$ cat src/rtl/cam_ctrl_pkg.sv
// rtl/cam_ctrl_pkg.sv - shared state type and constants for the CAM controller
package cam_ctrl_pkg;

  localparam int DATA_PER_BLOCK     = 7;
  localparam int CAM_LOOKUP_LATENCY = 2;
  localparam int DRAIN_CNT_W        = $clog2(CAM_LOOKUP_LATENCY) + 1;

  typedef enum logic [2:0] {
    INIT,
    IDLE,
    DRAIN,
    WRITE,
    WAIT_LO,
    WAIT_HI
  } cam_state_e;

endpackage

$ cat src/rtl/cam_prio_enc.sv
// rtl/cam_prio_enc.sv - lowest-index priority encoder over CAM match lines
module cam_prio_enc #(
  parameter  int ADDR_WIDTH = 5,
  localparam int WORDS      = 1 << ADDR_WIDTH
) (
  input  logic [WORDS-1:0]      match_lines,
  output logic                  hit,
  output logic                  multi,
  output logic [ADDR_WIDTH-1:0] index
);

  // Clearing the lowest set bit leaves something only when two or more lines match;
  // the downward scan leaves the lowest matching index in place.
  always_comb begin
    hit   = |match_lines;
    multi = |(match_lines & (match_lines - WORDS'(1)));
    index = '0;
    for (int i = WORDS - 1; i >= 0; i--) begin
      if (match_lines[i]) begin
        index = ADDR_WIDTH'(i);
      end
    end
  end

endmodule

$ cat src/rtl/cam_controller.sv
// rtl/cam_controller.sv - write arbitration and lookup sequencing in front of ram_based_cam
module cam_controller
  import cam_ctrl_pkg::*;
#(
  parameter  int DATA_BLOCKS = 5,
  parameter  int ADDR_WIDTH  = 5,
  localparam int DATA_WIDTH  = DATA_PER_BLOCK * DATA_BLOCKS,
  localparam int WORDS       = 1 << ADDR_WIDTH
) (
  input  logic                  clk,
  input  logic                  rst,
  input  logic                  req0_valid,
  output logic                  req0_ready,
  input  logic [ADDR_WIDTH-1:0] req0_addr,
  input  logic [DATA_WIDTH-1:0] req0_data,
  input  logic [DATA_WIDTH-1:0] req0_care,
  input  logic                  req1_valid,
  output logic                  req1_ready,
  input  logic [ADDR_WIDTH-1:0] req1_addr,
  input  logic [DATA_WIDTH-1:0] req1_data,
  input  logic [DATA_WIDTH-1:0] req1_care,
  input  logic                  lk_valid,
  output logic                  lk_ready,
  input  logic [DATA_WIDTH-1:0] lk_data,
  output logic                  res_valid,
  output logic                  res_hit,
  output logic                  res_multi,
  output logic [ADDR_WIDTH-1:0] res_index,
  output logic [ADDR_WIDTH-1:0] cam_waddr,
  output logic [DATA_WIDTH-1:0] cam_wdata,
  output logic [DATA_WIDTH-1:0] cam_wcare,
  output logic                  cam_start_write,
  input  logic                  cam_ready,
  output logic [DATA_WIDTH-1:0] cam_lookup_data,
  input  logic [WORDS-1:0]      cam_match_lines,
  output logic                  busy
);

  cam_state_e                        state, state_nxt;
  logic                              last_grant;
  logic                              grant_any;
  logic                              grant_sel;
  logic [DRAIN_CNT_W-1:0]            drain_cnt;
  logic                              lk_issue;
  logic [CAM_LOOKUP_LATENCY-1:0]     tok_pipe;
  logic                              pipe_busy;
  logic                              enc_hit;
  logic                              enc_multi;
  logic [ADDR_WIDTH-1:0]             enc_index;

  // Tokens still in front of the last stage would see the CAM mid-write.
  assign pipe_busy = lk_issue | (|tok_pipe[CAM_LOOKUP_LATENCY-2:0]);
  assign busy      = (state != IDLE);

  // State register.
  always_ff @(posedge clk) begin
    if (rst) begin
      state <= INIT;
    end else begin
      state <= state_nxt;
    end
  end

  // Next state, round-robin grant and handshake outputs; writes beat lookups in IDLE.
  always_comb begin
    state_nxt       = state;
    req0_ready      = 1'b0;
    req1_ready      = 1'b0;
    lk_ready        = 1'b0;
    grant_any       = 1'b0;
    grant_sel       = 1'b0;
    cam_start_write = 1'b0;
    case (state)
      INIT: begin
        if (cam_ready) state_nxt = IDLE;
      end
      IDLE: begin
        if (req0_valid || req1_valid) begin
          grant_any  = 1'b1;
          grant_sel  = (req0_valid && req1_valid) ? ~last_grant : req1_valid;
          req0_ready = ~grant_sel;
          req1_ready = grant_sel;
          state_nxt  = DRAIN;
        end else begin
          lk_ready = 1'b1;
        end
      end
      DRAIN: begin
        if (drain_cnt == DRAIN_CNT_W'(CAM_LOOKUP_LATENCY - 1) && !pipe_busy) state_nxt = WRITE;
      end
      WRITE: begin
        cam_start_write = 1'b1;
        state_nxt       = WAIT_LO;
      end
      WAIT_LO: begin
        if (!cam_ready) state_nxt = WAIT_HI;
      end
      WAIT_HI: begin
        if (cam_ready) state_nxt = IDLE;
      end
      default: state_nxt = INIT;
    endcase
  end

  // Latch the granted request onto the CAM write port; it stays put until the next grant.
  always_ff @(posedge clk) begin
    if (rst) begin
      last_grant <= 1'b1;
      cam_waddr  <= '0;
      cam_wdata  <= '0;
      cam_wcare  <= '0;
    end else if (grant_any) begin
      last_grant <= grant_sel;
      cam_waddr  <= grant_sel ? req1_addr : req0_addr;
      cam_wdata  <= grant_sel ? req1_data : req0_data;
      cam_wcare  <= grant_sel ? req1_care : req0_care;
    end
  end

  // Count DRAIN cycles so the write waits out the CAM lookup latency.
  always_ff @(posedge clk) begin
    if (rst || state != DRAIN) begin
      drain_cnt <= '0;
    end else if (drain_cnt != DRAIN_CNT_W'(CAM_LOOKUP_LATENCY - 1)) begin
      drain_cnt <= drain_cnt + DRAIN_CNT_W'(1);
    end
  end

  // Issue lookups to the CAM and carry a valid token alongside its latency.
  always_ff @(posedge clk) begin
    if (rst) begin
      cam_lookup_data <= '0;
      lk_issue        <= 1'b0;
      tok_pipe        <= '0;
    end else begin
      lk_issue <= lk_valid && lk_ready;
      if (lk_valid && lk_ready) cam_lookup_data <= lk_data;
      tok_pipe <= {tok_pipe[CAM_LOOKUP_LATENCY-2:0], lk_issue};
    end
  end

  cam_prio_enc #(
    .ADDR_WIDTH (ADDR_WIDTH)
  ) u_prio_enc (
    .match_lines (cam_match_lines),
    .hit         (enc_hit),
    .multi       (enc_multi),
    .index       (enc_index)
  );

  // Register the encoded match lines when a token leaves the pipeline.
  always_ff @(posedge clk) begin
    if (rst) begin
      res_valid <= 1'b0;
      res_hit   <= 1'b0;
      res_multi <= 1'b0;
      res_index <= '0;
    end else begin
      res_valid <= tok_pipe[CAM_LOOKUP_LATENCY-1];
      if (tok_pipe[CAM_LOOKUP_LATENCY-1]) begin
        res_hit   <= enc_hit;
        res_multi <= enc_multi;
        res_index <= enc_index;
      end
    end
  end

endmodule

$ cat config.mk
export PLATFORM = sky130hd
export DESIGN_NAME = cam_controller
export DESIGN_NICKNAME = d
export VERILOG_FILES = /design/src/rtl/cam_ctrl_pkg.sv /design/src/rtl/cam_prio_enc.sv /design/src/rtl/cam_controller.sv
export SDC_FILE = /design/constraint.sdc
export NUM_CORES = 1
export LEC_CHECK = 0
export BUFFER_PORTS_ARGS = -buffer_cell sky130_fd_sc_hd__buf_2
export CORE_MARGIN = 4
export CORE_UTILIZATION = 30
export CTS_BUF_LIST = sky130_fd_sc_hd__clkbuf_16
export DETAILED_ROUTE_END_ITERATION = 7
export REMOVE_ABC_BUFFERS = 1
export SLEW_MARGIN = 40
export SYNTH_ARGS = -nofsm -noshare
export SYNTH_HDL_FRONTEND = slang
export SYNTH_SLANG_ARGS = --single-unit
$ cat constraint.sdc
create_clock -name clk -period 2.5 [get_ports clk]
set_clock_uncertainty 0.15 [all_clocks]
set_input_delay 0 -clock clk [delete_from_list [all_inputs] [get_ports clk]]
set_output_delay 0 -clock clk [all_outputs]
set_load 0.01 [all_outputs]
==> Word level (Yosys, flattened, before mapping) <==
Index checks and enable logic that the tools add are counted.
{ "totals": {"ff_bits": 127, "inputBits": 223, "output_inout_bits": 123, "word_cells": 93} }
{ "classes": {"add_sub_neg": 2, "n_eq_ne": 13, "n_mux": 50, "bitwise": 4, "reduce_logical": 11} }
{ "op_table": {"columns": ["operator", "n"], "rows": [
  ["$mux W5", 33],
  ["$mux W35", 2],
  ["$reduce_or A32 Y1", 2],
  ["$and A32 B32 Y32", 1],
  ["$sub A32 B1 Y32 const B", 1],
  ["$pmux W3 S5", 1],
  ["$mux W3", 4],
  ["$mux W1", 10],
  ["$eq A3 B2 Y1 const B", 2],
  ["$eq A3 B3 Y1 const B", 2],
  ["$ne A2 B2 Y1 const B", 3],
  ["$ne A2 B1 Y1 const B", 2],
  ["$reduce_and A4 Y1", 1],
  ["$eq A3 B1 Y1 const B", 1],
  ["$logic_and A1 B1 Y1", 3],
  ["$logic_not A3 Y1", 1],
  ["$ne A3 B1 Y1 const B", 1],
  ["$ne A3 B2 Y1 const B", 1],
  ["$add A2 B1 Y2 const B", 1],
  ["$eq A2 B1 Y1 const B", 1],
  ["$logic_or A1 B1 Y1", 2],
  ["$not A1 Y1", 2],
  ["$reduce_or A2 Y1", 1],
  ["$logic_not A1 Y1", 1],
  ["$or A1 B1 Y1", 1]
]} }

==> Depth between registers and ports, before layout <==
Gate-level depths: netlist of run 1.
{ "depth": {"ltp_word": 32, "depth_mapped": 8, "ltp_nobuf": 7} }

==> Hierarchy <==
Synthesis of run 1 repeated with hierarchy kept, for this count alone.
{ "hier_totals": {"cells_unflattened": 736, "area_unflattened_um2": 5749.3} }
{ "modules_own_cells": {"columns": ["mod", "instances", "cells_per_inst", "area_each_um2"], "rows": [
  ["cam_controller", 1, 620, 5059.9],
  ["cam_prio_enc", 1, 116, 689.4]
]} }

==> Least setup slack after synthesis of run 1 <==
Ideal clock, no wire load.
{ "synth_path": {"path_kind": "reg-to-reg", "start": "register state[2]", "end": "register cam_waddr[4]", "setup_time_ps": 91, "arrival_ps": 1982, "t_required_ps": 2259, "setup_slack_ps": 277, "path_stages_with_launch": 9, "n_path_buf": 3, "synth_period_minus_slack_ps": 2223, "cell_sequence": "dfxtp_1 -> clkbuf_1 -> nor3b_1 -> inv_1 -> nor2_1 -> clkbuf_1 -> clkbuf_1 -> nor2_1 -> a311oi_1"} }
{ "synth_via": {"elab_chain_cells": 3, "word_cells_on_any_way": 4, "cone_classes": "eq/ne (1); mux (3)"} }
{ "synth_rtl": {"columns": ["item", "line_no", "rtl"], "rows": [
  ["from (decl)", "cam_controller.sv:39", "cam_state_e state, state_nxt;"],
  ["from (signal assigned)", "cam_controller.sv:60", "state <= state_nxt;"],
  ["$eq A3 B1 Y1 (*)", "cam_controller.sv:73", "case (state)"],
  ["$mux W1", "cam_controller.sv:73", null],
  ["$mux W5", "cam_controller.sv:114", "cam_waddr <= grant_sel ? req1_addr : req0_addr;"],
  ["to (signal assigned)", "cam_controller.sv:114", null],
  ["to (decl)", "cam_controller.sv:29", "output logic [ADDR_WIDTH-1:0] cam_waddr,"]
]} }
Every way passes the cells marked *; elsewhere a longest branch is shown, timed or not.
A chain may end at the register's enable or synchronous reset.

==> Final worst setup path of run 1 <==
{ "layout_path": {"start": "input cam_match_lines[1]", "end": "register res_multi"} }
{ "layout_via": {"elab_chain_cells": 3} }
{ "layout_rtl": {"columns": ["item", "line_no", "rtl"], "rows": [
  ["from (decl)", "cam_controller.sv:35", "input logic [WORDS-1:0] cam_match_lines,"],
  ["$sub A32 B1 Y32", "cam_prio_enc.sv:16", "multi = |(match_lines & (match_lines - WORDS'(1)));"],
  ["$and A32 B32 Y32 (*)", "cam_prio_enc.sv:16", null],
  ["$reduce_or A32 Y1 (*)", "cam_prio_enc.sv:16", null],
  ["to (signal assigned)", "cam_controller.sv:162", "res_multi <= enc_multi;"],
  ["to (decl)", "cam_controller.sv:27", "output logic res_multi,"]
]} }
Marked as above.

==> results of run 1 <==
[placed cells by master (no fill, tap or decap), drive strengths merged, types with 2 or more instances in the layout]
master / count
a31oi: 3
nor4: 6
nor3b: 2
nor2b: 6
and3: 2
bufinv: 4
or3: 3
o211ai: 3
or4: 5
a211oi: 4
a2111oi: 2
dlygate4sd3: 228
clkbuf: 17
o21ai: 13
inv: 18
diode: 3
o31ai: 3
clkinv: 4
nand2: 229
o22ai: 2
or2: 2
nor2: 109
a311oi: 76
o21bai: 2
nand3: 2
nor3: 7
clkinvlp: 3
buf: 357
nand2b: 4
dfxtp: 127
a21oi: 59
nand4: 2
[layout make-up]
type                            count  area, um2  area share, %
Timing Repair Buffer              586       4180           39.4
Multi-Input combinational cell    562       2920           27.5
Sequential cell                   127       2540           23.9
Clock buffer                       17        425           4.00
Tap cell                          229        287           2.70
Clock inverter                     15        208           1.95
Inverter                           14       52.6          0.495
Antenna cell                        3       7.51         0.0706
[registers in the layout (all words and copies together), names as in the netlist, 2 cells and up]
signal and count:
cam_lookup_data 35, state 3, drain_cnt 2, cam_wdata 35
tok_pipe 2, cam_wcare 35, cam_waddr 5, res_index 5
[power groups by stage]
stage / Clock, mW / Combinational [mW] / Sequential, mW
after global routing: 2.81 / 1.35 / 2.26
after floorplan: 0 / 0.399 / 2.34
after CTS: 2.72 / 1.21 / 2.24
final: 2.66 / 1.23 / 2.24
after detailed placement: 0 / 0.933 / 2.28
after global placement: 0 / 0.933 / 2.28
[worst max-delay path by stage]
stage                     startpoint  depth (start not counted)                         to
6_report          cam_match_lines[1]                          9     res_multi$_SDFFE_PP0P_
5_1_grt           cam_match_lines[1]                          9     res_multi$_SDFFE_PP0P_
4_1_cts          cam_match_lines[20]                         10     res_multi$_SDFFE_PP0P_
3_5_place_dp     cam_match_lines[11]                          8     res_multi$_SDFFE_PP0P_
3_3_place_gp     cam_match_lines[11]                          8     res_multi$_SDFFE_PP0P_
2_1_floorplan  state[0]$_SDFFE_PP0P_                          4  cam_waddr[0]$_SDFFE_PP0P_
[worst reg2reg max path: cells and delay by family, from the launching register on]
kind	cells	cell delay, ns
AOI/OAI and AO/OA	1	0.31
buffers and inverters	2	0.51
DFF	1	0.38
and+or+nand+nor	3	0.76
[stage by stage]
step,total power [mW],instance area (um2),hold WS (ns),std cells
after global routing,6.42,10600,0.0622,1552
after CTS,6.16,10600,0.000478,1553
after global placement,3.21,7650,0.0932,1291
after detailed placement,3.21,7650,0.0961,1291
final,6.14,10600,0.0382,1553
after floorplan,2.74,5450,-0.0809,703
[kinds of logic (layout without fill, tap and decap cells)]
kind of cell | count (synthesis) | after routing | synth area share (%)
simple gates | 383 | 383 | 27.9
flops | 127 | 127 | 44.9
compound gates | 174 | 174 | 21.7
buf+inv | 69 | 632 | 4.60
other cells | 0 | 3 | 0
fa+ha+maj | 2 | 2 | 0.398
xor+xnor | 2 | 2 | 0.310
mux | 1 | 1 | 0.177
[routing by layer]
layer | global-route usage (%) | part of all wire, %
met1 | 24.5 | 39
met2 | 37.8 | 48
met3 | 8.53 | 8.5
met4 | 9.02 | 3.9
met5 | 0 | 0
[synthesized netlist by cell type, drive strengths merged (2+ instances only)]
cell type | n | area, um2
nand2 | 229 | 860
dfxtp | 127 | 2540
nor2 | 109 | 412
a311oi | 76 | 666
a21oi | 59 | 295
clkbuf | 52 | 195
inv | 14 | 52.6
o21ai | 13 | 65.1
nor3 | 7 | 35.0
nor2b | 6 | 37.5
nor4 | 6 | 37.5
or4 | 5 | 47.6
a211oi | 4 | 30.0
nand2b | 4 | 25.0
a31oi | 3 | 18.8
buf | 3 | 12.5
o211ai | 3 | 22.5
o31ai | 3 | 22.5
or3 | 3 | 18.8
a2111oi | 2 | 17.5
and3 | 2 | 12.5
nand3 | 2 | 10.0
nand4 | 2 | 12.5
nor3b | 2 | 15.0
o21bai | 2 | 15.0
o22ai | 2 | 12.5
or2 | 2 | 15.0
[timing repair]
item / in CTS / in global routing
gates resized for setup: 0 / 10
hold buffers: 230 / 0
endpoints found under the hold margin: 124 / 0
endpoints found under the setup margin: 0 / 109
==> qor.txt, run 1 <==
Tightest Hold Check Type -> in -> reg
Switching Share -> 27.0%
CTS tree -> built
dpl ws -> 0.173 ns
crit end category -> flop
DR vias/cell -> 4.87
r2r setup slk -> 0.29 ns
internal power -> 4.48 mW
slowest stage delay, CP -> 0.59 ns
status -> complete, no violations
Post-synth EDFFs -> 0
port bufs -> 345
Starting Density -> 31.0%
Clock Power Share -> 43.4%
share of layout cells above drive strength 1 -> 30.9%
Worst path top cell family by delay -> simple AND/OR/NAND/NOR gates
Most used DFF post-synth -> dfxtp_1
DR vias -> 7561
Logic pwr share -> 20.1%
Netlist Area Pre-Place -> 5660 um2
post-layout util -> 58.2%
Die X -> 145 um
Syn Inst Count -> 758
DR WL/cell -> 15.6 um
Setup TNS Final -> 0 ns
Critical Path RT -> 2.65 ns
critical-path cell list -> dlygate4sd3_1, buf_2, or4_4, or4b_4, or3_4, o21ai_2, nand4_1, nor2_1, a31oi_1
Worst VDD drop -> 0.471 mV
Yosys reg bits -> 127
maximum capacitance violations -> 0
hold endpoint -> res_index[0]$_SDFFE_PP0P_
DRT iter0 DRCs -> 291
Critical Path AT -> 2.58 ns
Setup Viol. Count Final -> 0
syn avg cell area -> 7.46 um2
Clock H-tree levels -> 4
worst-path fanout max -> 7
Tcrit/Tclk final -> 97.3%
I/O Pins -> 346
first-pass GRT wire length -> 38800 um
r2r startpoint -> state[2]$_SDFFE_PP0P_
Overflow after GRT -> 0
P_sw -> 1.66 mW
worst reg2reg endpoint -> cam_wdata[32]$_SDFFE_PP0P_
hpwl dp -> 15500 um
DRT antenna net count -> 0
Num CTS Buffers -> 17
RD Place Congestion -> 0.861
Die Height -> 145 um
Yosys warnings -> 0
Seq/Total Area, Yosys -> 44.9%
total core area -> 18300 um2
Die ar. -> 21100 um2
GRT Total Usage -> 22.0%
initial antenna violation count -> 2
Pwr Density -> 577 nW/um2
DRT Pass-1 Iters -> 4
Max Slew Vio Count -> 0
Clock Latency Late Sink -> 0.41 ns
Total Wirelength -> 24300 um
final worst setup slack -> 0.0674 ns
final-stage net count -> 1532
Setup CP Type -> in -> reg
sequential share of power -> 36.5%
final-report hold violation count -> 0
Clk pin slew, worst setup/hold paths -> 0.06 ns
Post-CTS Setup Repair Bufs -> 0
Crit-path slowest cell -> or4b_4
Slew @ Worst Pin -> 0.611 ns
Worst slew margin -> 58.2%
worst hold stages -> 6
Layout area overhead -> 87.8%
R2R depth -> 6
site row count -> 49
# DRC -> 0
FMAX -> 0.411 GHz
root buffer cell -> clkbuf_16
largest net degree at the start of global routing -> 78
clk buf depth -> 2
Final min period -> 2.43 ns
min-delay src -> cam_match_lines[2]
Netlist cell types -> 50
number of global-route vias before repair -> 7827
fillers -> 1570
Lkg Pwr -> 4.78 nW
asr flop ratio synth -> 0%
CTS sink count -> 127
CP startpoint kind -> primary input
Crit path buffers/inverters -> 2
(Power assumes the default switching activity.)
==> inputs of run 2 (changes only) <==
- CORE_MARGIN: 4 -> not set
- CTS_CLUSTER_DIAMETER: not set -> 200
- REMOVE_ABC_BUFFERS: 1 -> not set
==> run 2 against run 1 <==
  * Count of clock-buffer cells in the layout stayed put
  * Critical path type unchanged
  * Critical path depth stayed put
  * Non-clock buffer count is 4 lower
  * Die area is 8.1% lower
  * Cell count is 0.45% lower
  * Setup slack better by 0.0052 ns
  * Sequential power hardly changed
  * Critical endpoint unchanged
  * Hold slack better by 0.026 ns
==> qor.txt, run 2 (same netlist as run 1, synthesis figures left out) <==
Worst slew margin -> 63.9%
top flop regs -> cam_lookup_data x35, cam_wcare x35, cam_wdata x35
most common cell after layout, fill and taps aside -> buf_2
DRT Pass-1 Iters -> 6
hold_ws -> 0.0641 ns
DR WL/cell -> 14.6 um
Antenna Cells -> 0
site row count -> 49
CTS sink count -> 127
Slew @ Worst Pin -> 0.542 ns
maximum capacitance violations -> 0
share of layout cells above drive strength 1 -> 30.8%
RD Place Congestion -> 0.872
Final min period -> 2.43 ns
worst-path fanout max -> 6
post-layout util -> 57.9%
port bufs -> 345
# DRC -> 0
status -> complete, no violations
hold endpoint -> res_multi$_SDFFE_PP0P_
Clock Latency Late Sink -> 0.41 ns
Num CTS Buffers -> 17
Setup CP Type -> in -> reg
worst hold stages -> 5
most frequent cells in the layout -> 341 x buf_2, 229 x nand2_1, 225 x dlygate4sd3_1
Starting Density -> 31.1%
Layout area overhead -> 86.3%
total core area -> 18200 um2
GRT Total Usage -> 22.9%
CP startpoint kind -> primary input
Die Height -> 139 um
R2R depth -> 5
Clock H-tree levels -> 4
worst reg2reg endpoint -> res_index[0]$_SDFFE_PP0P_
initial antenna violation count -> 0
Tcrit/Tclk final -> 97.1%
DRT iter0 DRCs -> 324
crit end category -> flop
root buffer cell -> clkbuf_16
largest net degree at the start of global routing -> 78
Total Wirelength -> 22600 um
Max Slew Vio Count -> 0
Lkg Pwr -> 4.75 nW
Critical Path RT -> 2.64 ns
final-stage net count -> 1528
r2r startpoint -> tok_pipe[1]$_SDFF_PP0_
Die X -> 139 um
I/O Pins -> 346
Worst VDD drop -> 0.433 mV
number of global-route vias before repair -> 7458
Pwr Density -> 571 nW/um2
DR vias/cell -> 4.90
Die ar. -> 19400 um2
first-pass GRT wire length -> 36100 um
DRT antenna net count -> 0
FMAX -> 0.412 GHz
DR vias -> 7576
hpwl dp -> 13500 um
r2r setup slk -> 0.16 ns
min-delay src -> cam_match_lines[23]
Setup Viol. Count Final -> 0
Tightest Hold Check Type -> in -> reg
Critical Path AT -> 2.57 ns
final-report hold violation count -> 0
clk buf depth -> 2
synthesized net count -> 982
CTS tree -> built
Clk pin slew, worst setup/hold paths -> 0.06 ns
Overflow after GRT -> 0
[run 2: cell count changes in the layout (fill, tap and decap cells not counted), sizes merged]
cell	before	now
buf	357	356
bufinv	4	3
clkinv	4	5
dlygate4sd3	228	225
diode	3	0
[run 2: what timing repair did]
item / 4_1_cts / 5_1_grt
endpoints found under the setup margin: 0 / 3
gates resized for setup: 0 / 8
endpoints found under the hold margin: 124 / 0
setup buffers: 0 / 1
hold buffers: 226 / 0
[run 2: final cells by class]
class / count / area [um2]
sequential: 127 / 2540
timing repair buffer: 582 / 4150
fill: 1588 / 7670
inverter: 14 / 52.6
multi-input combinational: 562 / 2900
clock buffer: 17 / 425
clock inverter: 15 / 185
tap: 229 / 287
[run 2: how the worst max path moves through the flow]
stage                     startpoint                   endpoint
6_report         cam_match_lines[15]     res_multi$_SDFFE_PP0P_
5_1_grt           cam_match_lines[3]  res_index[0]$_SDFFE_PP0P_
4_1_cts          cam_match_lines[22]  res_index[3]$_SDFFE_PP0P_
3_5_place_dp     cam_match_lines[11]     res_multi$_SDFFE_PP0P_
3_3_place_gp     cam_match_lines[11]     res_multi$_SDFFE_PP0P_
2_1_floorplan  state[2]$_SDFFE_PP0P_  cam_waddr[4]$_SDFFE_PP0P_
[run 2: report_power, final]
part           switching [mW]  internal [mW]  leakage (nW)
sequential             0.0723           2.16          1.03
combinational           0.588          0.627          3.43
clock                   0.990           1.58         0.290
[run 2: critical path: stages]
cell,delay [ns]
dlygate4sd3_1,0.53
buf_2,0.14
or4_4,0.52
or4b_4,0.57
or2_4,0.30
a21oi_2,0.13
o211ai_1,0.10
nor3_1,0.18
a31oi_1,0.09
[run 2: through the flow]
stage	area (um2)	total power [mW]	std cells	TNS, ns	worst slack, ns
3_5_place_dp	7640	3.20	1290	0	0.149
3_3_place_gp	7640	3.19	1290	0	0.186
5_1_grt	10500	6.31	1546	-0.0123	-0.0123
4_1_cts	10500	6.06	1548	0	0.0260
2_1_floorplan	5660	2.74	758	0	0.277
6_report	10500	6.02	1546	0	0.0726
[run 2: layer usage]
| layer | global-route usage [%] | routed length [um] |
|---|---|---|
| met1 | 25.5 | 9090 |
| met2 | 40.7 | 11300 |
| met3 | 6.02 | 1490 |
| met4 | 10.3 | 690 |
| met5 | 0 | 0 |
